===== src/rtl/tap_sequencer.sv =====
// ============================================================================
// Module   : tap_sequencer
// Brief    : Machine-cycle source with NTAPS delayed taps spaced S=speed+1
//            ticks apart; optional long cycles under TAP_SEQUENCER_LONG_EN.
// Revision : 1.0
// ============================================================================
`default_nettype none

module tap_sequencer #(
    parameter int NTAPS = 5
) (
    input  logic             clk,
    input  logic             reset,
    input  logic             start,
    input  logic [1:0]       speed,
    input  logic             ilong,
    input  logic             hold,
    output logic             src,
    output logic [NTAPS-1:0] tap,
    output logic             busy,
    output logic             done
);

    typedef enum logic [1:0] {
        ST_IDLE = 2'd0,
        ST_RUN  = 2'd1,
        ST_HOLD = 2'd2
    } state_t;

    localparam logic [6:0] C_HALF_N = 7'(NTAPS);

    state_t           r_state;
    state_t           w_state_n;
    logic [5:0]       r_c;
    logic [5:0]       w_c_n;
    logic [2:0]       r_s;
    logic [2:0]       w_s_n;
    logic [6:0]       w_h_cur;
    logic [6:0]       w_h_n;
    logic [6:0]       w_c7_n;
    logic             w_last;
    logic             w_load;
    logic             w_run_n;
    logic             w_src_n;
    logic             w_done_n;
    logic [NTAPS-1:0] w_tap_n;

`ifdef TAP_SEQUENCER_LONG_EN
    localparam logic [6:0] C_HALF_L = 7'(NTAPS + 2);

    logic r_long;
    logic w_long_n;

    assign w_h_cur = r_long   ? C_HALF_L * {4'd0, r_s}   : C_HALF_N * {4'd0, r_s};
    assign w_h_n   = w_long_n ? C_HALF_L * {4'd0, w_s_n} : C_HALF_N * {4'd0, w_s_n};
`else
    logic w_unused_ilong;

    assign w_unused_ilong = ilong;
    assign w_h_cur        = C_HALF_N * {4'd0, r_s};
    assign w_h_n          = C_HALF_N * {4'd0, w_s_n};
`endif

    assign w_last = (r_state == ST_RUN) && ({1'b0, r_c} == ((w_h_cur << 1) - 7'd1));

    // Cycle boundaries are the only points where start is sampled and S/ilong relatched.
    always_comb begin
        w_load    = 1'b0;
        w_state_n = r_state;
        w_c_n     = 6'd0;
        w_s_n     = r_s;
`ifdef TAP_SEQUENCER_LONG_EN
        w_long_n  = r_long;
`endif
        case (r_state)
            ST_IDLE: begin
                if (start) w_load = 1'b1;
            end
            ST_RUN: begin
                if (w_last) begin
                    if (hold)       w_state_n = ST_HOLD;
                    else if (start) w_load    = 1'b1;
                    else            w_state_n = ST_IDLE;
                end else begin
                    w_c_n = r_c + 6'd1;
                end
            end
            ST_HOLD: begin
                if (!hold) begin
                    if (start) w_load    = 1'b1;
                    else       w_state_n = ST_IDLE;
                end
            end
            default: w_state_n = ST_IDLE;
        endcase
        if (w_load) begin
            w_state_n = ST_RUN;
            w_c_n     = 6'd0;
            w_s_n     = {1'b0, speed} + 3'd1;
`ifdef TAP_SEQUENCER_LONG_EN
            w_long_n  = ilong;
`endif
        end
    end

    // Outputs are decoded from the next count so they are registered with it.
    assign w_run_n  = (w_state_n == ST_RUN);
    assign w_c7_n   = {1'b0, w_c_n};
    assign w_src_n  = w_run_n && (w_c7_n < w_h_n);
    assign w_done_n = w_run_n && (w_c7_n == ((w_h_n << 1) - 7'd1));

    for (genvar k = 0; k < NTAPS; k++) begin : g_tap
        logic [6:0] w_off;
        assign w_off      = 7'(k + 1) * {4'd0, w_s_n};
        assign w_tap_n[k] = w_run_n && (w_c7_n >= w_off) && (w_c7_n < (w_h_n + w_off));
    end

    always_ff @(posedge clk) begin
        if (reset) begin
            r_state <= ST_IDLE;
            r_c     <= 6'd0;
            r_s     <= 3'd0;
`ifdef TAP_SEQUENCER_LONG_EN
            r_long  <= 1'b0;
`endif
            src     <= 1'b0;
            tap     <= '0;
            busy    <= 1'b0;
            done    <= 1'b0;
        end else begin
            r_state <= w_state_n;
            r_c     <= w_c_n;
            r_s     <= w_s_n;
`ifdef TAP_SEQUENCER_LONG_EN
            r_long  <= w_long_n;
`endif
            src     <= w_src_n;
            tap     <= w_tap_n;
            busy    <= (w_state_n != ST_IDLE);
            done    <= w_done_n;
        end
    end

endmodule

`default_nettype wire


===== config.mk =====
export PLATFORM = sky130hd
export DESIGN_NAME = tap_sequencer
export DESIGN_NICKNAME = d
export VERILOG_FILES = /design/src/rtl/tap_sequencer.sv
export SDC_FILE = /design/constraint.sdc
export NUM_CORES = 1
export LEC_CHECK = 0
export ABC_AREA = 1
export BUFFER_PORTS_ARGS = -buffer_cell sky130_fd_sc_hd__buf_4
export CORE_MARGIN = 2
export CORE_UTILIZATION = 45
export CTS_CLUSTER_DIAMETER = 30
export DETAILED_ROUTE_END_ITERATION = 16
export PLACE_DENSITY_LB_ADDON = 0.1
export SYNTH_ARGS = -nofsm -noshare
export SYNTH_HDL_FRONTEND = slang
export SYNTH_SLANG_ARGS = --single-unit

===== constraint.sdc =====
create_clock -name clk -period 8.07 [get_ports clk]
set_input_delay 1.614 -clock clk [delete_from_list [all_inputs] [get_ports clk]]
set_output_delay 1.614 -clock clk [all_outputs]
set_load 0.02 [all_outputs]

==> After elaboration in Yosys (flattened, before gate mapping) <==
Cells that the tools add are included.
{ "word_totals": {"regBits": 19, "word_cells": 64} }
{ "op_classes": {"eq_ne": 5, "n_lt_le_gt_ge": 11, "n_mux": 14, "n_mul": 3, "n_reduce_logical": 15, "add_sub_neg": 9} }
{ "op_table": {"columns": ["operator", "count"], "rows": [
  ["6-bit by 7-bit < comparator with 1-bit output", 5],
  ["6-bit two-way mux", 3],
  ["6-bit by 5-bit adder with 7-bit output", 2],
  ["6-bit by 7-bit == test with 1-bit output", 2],
  ["7-bit by 1-bit subtractor with 7-bit output, second input constant", 2],
  ["1-bit logical AND", 13],
  ["6-bit by 5-bit greater-or-equal comparator with 1-bit output", 2],
  ["3-bit by 3-bit multiplier with 6-bit output, first input constant", 2],
  ["2-bit two-way mux", 5],
  ["6-bit by 3-bit adder with 7-bit output", 1],
  ["6-bit by 4-bit adder with 7-bit output", 1],
  ["6-bit by 6-bit adder with 7-bit output", 1],
  ["6-bit by 1-bit adder with 6-bit output, second input constant", 1],
  ["6-bit by 3-bit greater-or-equal comparator with 1-bit output", 1],
  ["6-bit by 4-bit greater-or-equal comparator with 1-bit output", 1],
  ["6-bit greater-or-equal comparator", 1],
  ["6-bit < comparator", 1],
  ["2-bit case mux with 3 select lines", 1],
  ["2-bit by 3-bit multiplier with 5-bit output, first input constant", 1],
  ["2-bit by 1-bit == test with 1-bit output, second input constant", 2],
  ["2-bit by 1-bit adder with 3-bit output, second input constant", 1],
  ["1-bit two-way mux", 3],
  ["3-bit two-way mux", 1],
  ["1-bit case mux with 3 select lines", 1],
  ["3 further kinds", 3]
]} }

==> Logic depth before layout (Yosys ltp) <==
{ "depth": {"depth_word": 11, "depth_mapped": 32, "mapped_depth_nobuf": 31} }

==> Least setup slack after synthesis <==
OpenSTA, ideal clock, no wires.
{ "synth_path": {"path_kind": "input -> register", "start": "in start", "end": "reg tap[2]", "arrival_time_ns": 4.596, "cell_stages": 19, "n_path_buf": 1, "slack_ns": 3.395, "t_required_ns": 7.990, "cell_sequence": "inv_1 -> nor2_1 -> nand4_2 -> nand3_2 -> nand2_2 -> o21ai_2 -> ha_1 -> ha_1 -> inv_1 -> ha_1 -> clkbuf_1 -> inv_1 -> ha_1 -> xnor2_1 -> ha_1 -> a21o_1 -> nand2_1 -> a21oi_1 -> a211oi_2"} }
{ "synth_via": {"elab_chain_len": 9, "word_cells_on_any_way": 20} }
{ "synth_lines": {"columns": ["element", "line", "text"], "rows": [
  ["from (decl)", "14", "input logic start,"],
  ["1-bit two-way mux (*)", "77, 82, 90", null],
  ["1-bit two-way mux", "81", "if (hold) w_state_n = ST_HOLD;"],
  ["1-bit two-way mux", "80", "if (w_last) begin"],
  ["1-bit case mux with 3 select lines (*)", "75", "case (r_state)"],
  ["3-bit two-way mux (*)", "96", "if (w_load) begin"],
  ["net g_tap[0].w_off[2]", "113", "logic [6:0] w_off;"],
  ["3-bit by 3-bit multiplier with 6-bit output or 2-bit by 3-bit multiplier with 5-bit output (tied branches)", "61, 114", null],
  ["6-bit by 5-bit adder with 7-bit output or 6-bit by 5-bit greater-or-equal comparator with 1-bit output (tied branches)", "115", "assign w_tap_n[k] = w_run_n && (w_c7_n >= w_off) && (w_c7_n < (w_h_n + w_off));"],
  ["6-bit by 7-bit < comparator with 1-bit output or 1-bit logical AND (tied branches)", "115", null],
  ["1-bit logical AND (*)", "115", null],
  ["to (signal assigned)", "138", "tap <= w_tap_n;"],
  ["to (decl)", "19", "output logic [NTAPS-1:0] tap,"]
]} }
The timed path passes the listed nets; every way through them passes the cells marked *.
A chain may end at the register's enable or synchronous reset.

==> Final worst setup path <==
{ "layout_path": {"start": "in hold", "end": "reg tap[2]"} }
{ "layout_via": {"elab_chain_len": 8, "word_cells_on_any_way": 18} }
{ "layout_lines": {"columns": ["element", "line", "text"], "rows": [
  ["from (decl)", "17", "input logic hold,"],
  ["1-bit two-way mux (*)", "81", null],
  ["1-bit two-way mux", "80", null],
  ["1-bit case mux with 3 select lines (*)", "75", null],
  ["3-bit two-way mux (*)", "96", null],
  ["net g_tap[0].w_off[1]", "113", null],
  ["3-bit by 3-bit multiplier with 6-bit output or 2-bit by 3-bit multiplier with 5-bit output (tied branches)", "61, 114", null],
  ["6-bit by 5-bit adder with 7-bit output or 6-bit by 5-bit greater-or-equal comparator with 1-bit output (tied branches)", "115", null],
  ["6-bit by 7-bit < comparator with 1-bit output or 1-bit logical AND (tied branches)", "115", null],
  ["1-bit logical AND (*)", "115", null]
]} }
Marked as above.

==> impl_metrics.env <==
export IMPL_status="complete, no violations"
export IMPL_path_clk_slew_ns=0.08
export IMPL_grt_pass1_vias=2026
export IMPL_r2r_setup_slack_ns=3.23
export IMPL_start_util_pct=46.56
export IMPL_gp_congestion=0.7767
export IMPL_grt_pass1_wl_mm=9.991
export IMPL_drtIter0Drc=96
export IMPL_fin_cells=449
export IMPL_drtAntennaViolNets=0
export IMPL_syn_cell_area_sq_um=2564
export IMPL_grt_setup_unrepaired="false"
export IMPL_fillers=562
export IMPL_timing_rr_start="r_s[0]$_SDFF_PP0_"
export IMPL_worstHoldEndpoint="r_state[1]$_SDFF_PP0_"
export IMPL_setup_viol=0
export IMPL_postCtsSetupRepairBufs=0
export IMPL_regToRegEndpoint="tap[2]$_SDFF_PP0_"
export IMPL_rows=27
export IMPL_die_x_um=79.48
export IMPL_ys_ff_latch=19
export IMPL_drv_cap=0
export IMPL_area_growth_pct=8.687
export IMPL_final_cell_mix="nand2_1, inv_1, ha_1, nor2_1, nand3_1"
export IMPL_final_common_cell="nand2_1"
export IMPL_overflow=0
export IMPL_worst_slack_ns=3.099
export IMPL_cts_tree="yes"
export IMPL_cp_arrival_ns=5.15
export IMPL_root_buffer="clkbuf_8"
export IMPL_synth_warning_count=0
export IMPL_fmax_mhz=201.2
export IMPL_antenna_cells=0
export IMPL_drt_pass1_iter_count=4
export IMPL_htree_num_levels=1
export IMPL_ys_flop_type="dfxtp_1"
export IMPL_hold_viol=0
export IMPL_critical_path_class="in -> reg"
export IMPL_synthesis_nets=432
export IMPL_finClkSkew_ns=0.002137
export IMPL_ff2ff_path_depth=23
export IMPL_slew_violations=0
export IMPL_num_vias=2249
export IMPL_ys_types=34
export IMPL_cts_buffer_depth=2
export IMPL_cp_max_fo=10
export IMPL_tightest_slew_ns=0.9116
export IMPL_startpoint="hold"
export IMPL_via_per_inst=5.009
export IMPL_drive_above_1_share_pct=10.34
export IMPL_cts_resized=0
export IMPL_place_inst=445
export IMPL_place_ws_ns=2.828
export IMPL_fin_tns_setup_ns=0
export IMPL_dieHeight_um=79.48
export IMPL_slew_limit_headroom_pct=39.00
export IMPL_powerDensity_nw_per_um2=125.0
export IMPL_vdd_drop_max_mv=0.07002
export IMPL_synth_edff_count=0
export IMPL_period_share_pct=61.60
export IMPL_syn_inst=363
export IMPL_track_usage_pct=20.04
export IMPL_fin_crit_ns=4.971
export IMPL_hold_path_cell_count=5
export IMPL_avgRoutedWirePerCell_um=13.11
export IMPL_endpoint_kind="flop"
export IMPL_async_flop_share_pct=0
export IMPL_io_buffer_count=13
export IMPL_synth_area_per_cell_sq_um=7.063
export IMPL_power_leakage_nw=1.507
export IMPL_drcViolationCount=0
export IMPL_fin_nets=447
export IMPL_fp_dieArea_sq_um=6317
export IMPL_hold_class="reg -> reg"
export IMPL_ys_seq_area_share_pct=14.84
export IMPL_cts_hold_fix_buffers=0
export IMPL_dpl_hpwl_mm=4.814
export IMPL_clock_sinks=19
export IMPL_hold_start="r_state[0]$_SDFF_PP0_"
export IMPL_cp_required_ns=8.25
export IMPL_clock_latency_ns=0.26
export IMPL_hold_ws_ns=0.6855
export IMPL_cts_buffers=3
export IMPL_grt_max_degree=14
export IMPL_wl_mm=5.885
export IMPL_antenna_found_initial=0
export IMPL_core_sq_um=5507
export IMPL_num_io_pins=15
export IMPL_worst_setup_path_start_kind="input port"
how the worst max path moves through the flow:
stage / end / cells past startpoint
after floorplan: tap[2]$_SDFF_PP0_ / 19
after global placement: tap[2]$_SDFF_PP0_ / 18
after detailed placement: tap[2]$_SDFF_PP0_ / 17
after CTS: tap[2]$_SDFF_PP0_ / 17
after global routing: tap[2]$_SDFF_PP0_ / 18
final: tap[2]$_SDFF_PP0_ / 17
synthesized netlist by cell type (5+ instances only):
cell / number / area share [%]
a21oi_1: 14 / 2.7
dfxtp_1: 19 / 15
ha_1: 58 / 28
inv_1: 58 / 8.5
inv_2: 5 / 0.73
nand2_1: 73 / 11
nand3_1: 27 / 5.3
nand4_1: 6 / 1.5
nor2_1: 34 / 5.0
o21ai_0: 9 / 1.8
o21bai_1: 5 / 1.5
xnor2_1: 8 / 2.7
xor2_1: 8 / 2.7
kinds of logic after synthesis:
family                     synth area share (%)
AOI/OAI and AO/OA                         9.419
adders and majority gates                 31.43
buffers and inverters                     9.663
DFF                                       14.84
xor gates and xnor gates                  6.101
and+or+nand+nor                           28.55
final cells by class:
cell class                      count  area (sq um)  area share [%]
Clock inverter                      1         5.005          0.1796
Timing Repair Buffer               13         97.59           3.502
Inverter                           63         236.5           8.487
Sequential cell                    19         380.4           13.65
Clock buffer                        3         41.29           1.482
Tap cell                           72         90.09           3.233
Multi-Input combinational cell    278          1936           69.47
per-stage QoR:
stage	utilization [%]	cell area (sq um)	total power, mW
floorplan	-	2564	0.2398
global placement	49.76	2740	0.2803
detailed placement	49.76	2740	0.2827
CTS	50.60	2786	0.3523
global route	50.60	2786	0.3817
finish	50.60	2786	0.3483
metal layers:
layer | part of all wire [%] | up-vias | track usage, % | wire [um]
met3 | 2.3 | 2 | 2.715 | 135
met5 | 0 | - | 0 | 0
met2 | 45 | 20 | 32.35 | 2626
met4 | 0.31 | 0 | 2.414 | 18
li1 | - | 1207 | - | -
met1 | 53 | 1020 | 29.04 | 3104
report_power, final:
| group | switching (mW) | internal [mW] | total, mW |
|---|---|---|---|
| Sequential | 0.00303 | 0.0996 | 0.103 |
| Clock | 0.0338 | 0.0344 | 0.0682 |
| Combinational | 0.108 | 0.0698 | 0.177 |
registers in the layout, summed over array words and instances (netlist names):
name / count
busy: 1
done: 1
src: 1
r_s: 3
r_c: 6
r_state: 2
tap: 5
worst max-delay path, cell delays in order:
cell and delay [ns]:
buf_4 0.11, nor2_1 0.24, nand4_2 0.18, nand4_1 0.18
nand2_2 0.22, ha_1 0.34, fa_1 0.45, xor2_2 0.20
ha_1 0.34, nand2_1 0.06, o21ai_0 0.32, xnor2_1 0.17
ha_1 0.25, a21o_1 0.18, nand2_1 0.05, a21oi_1 0.07
a211oi_2 0.19
Note: power is estimated with default switching activity, not from simulation.
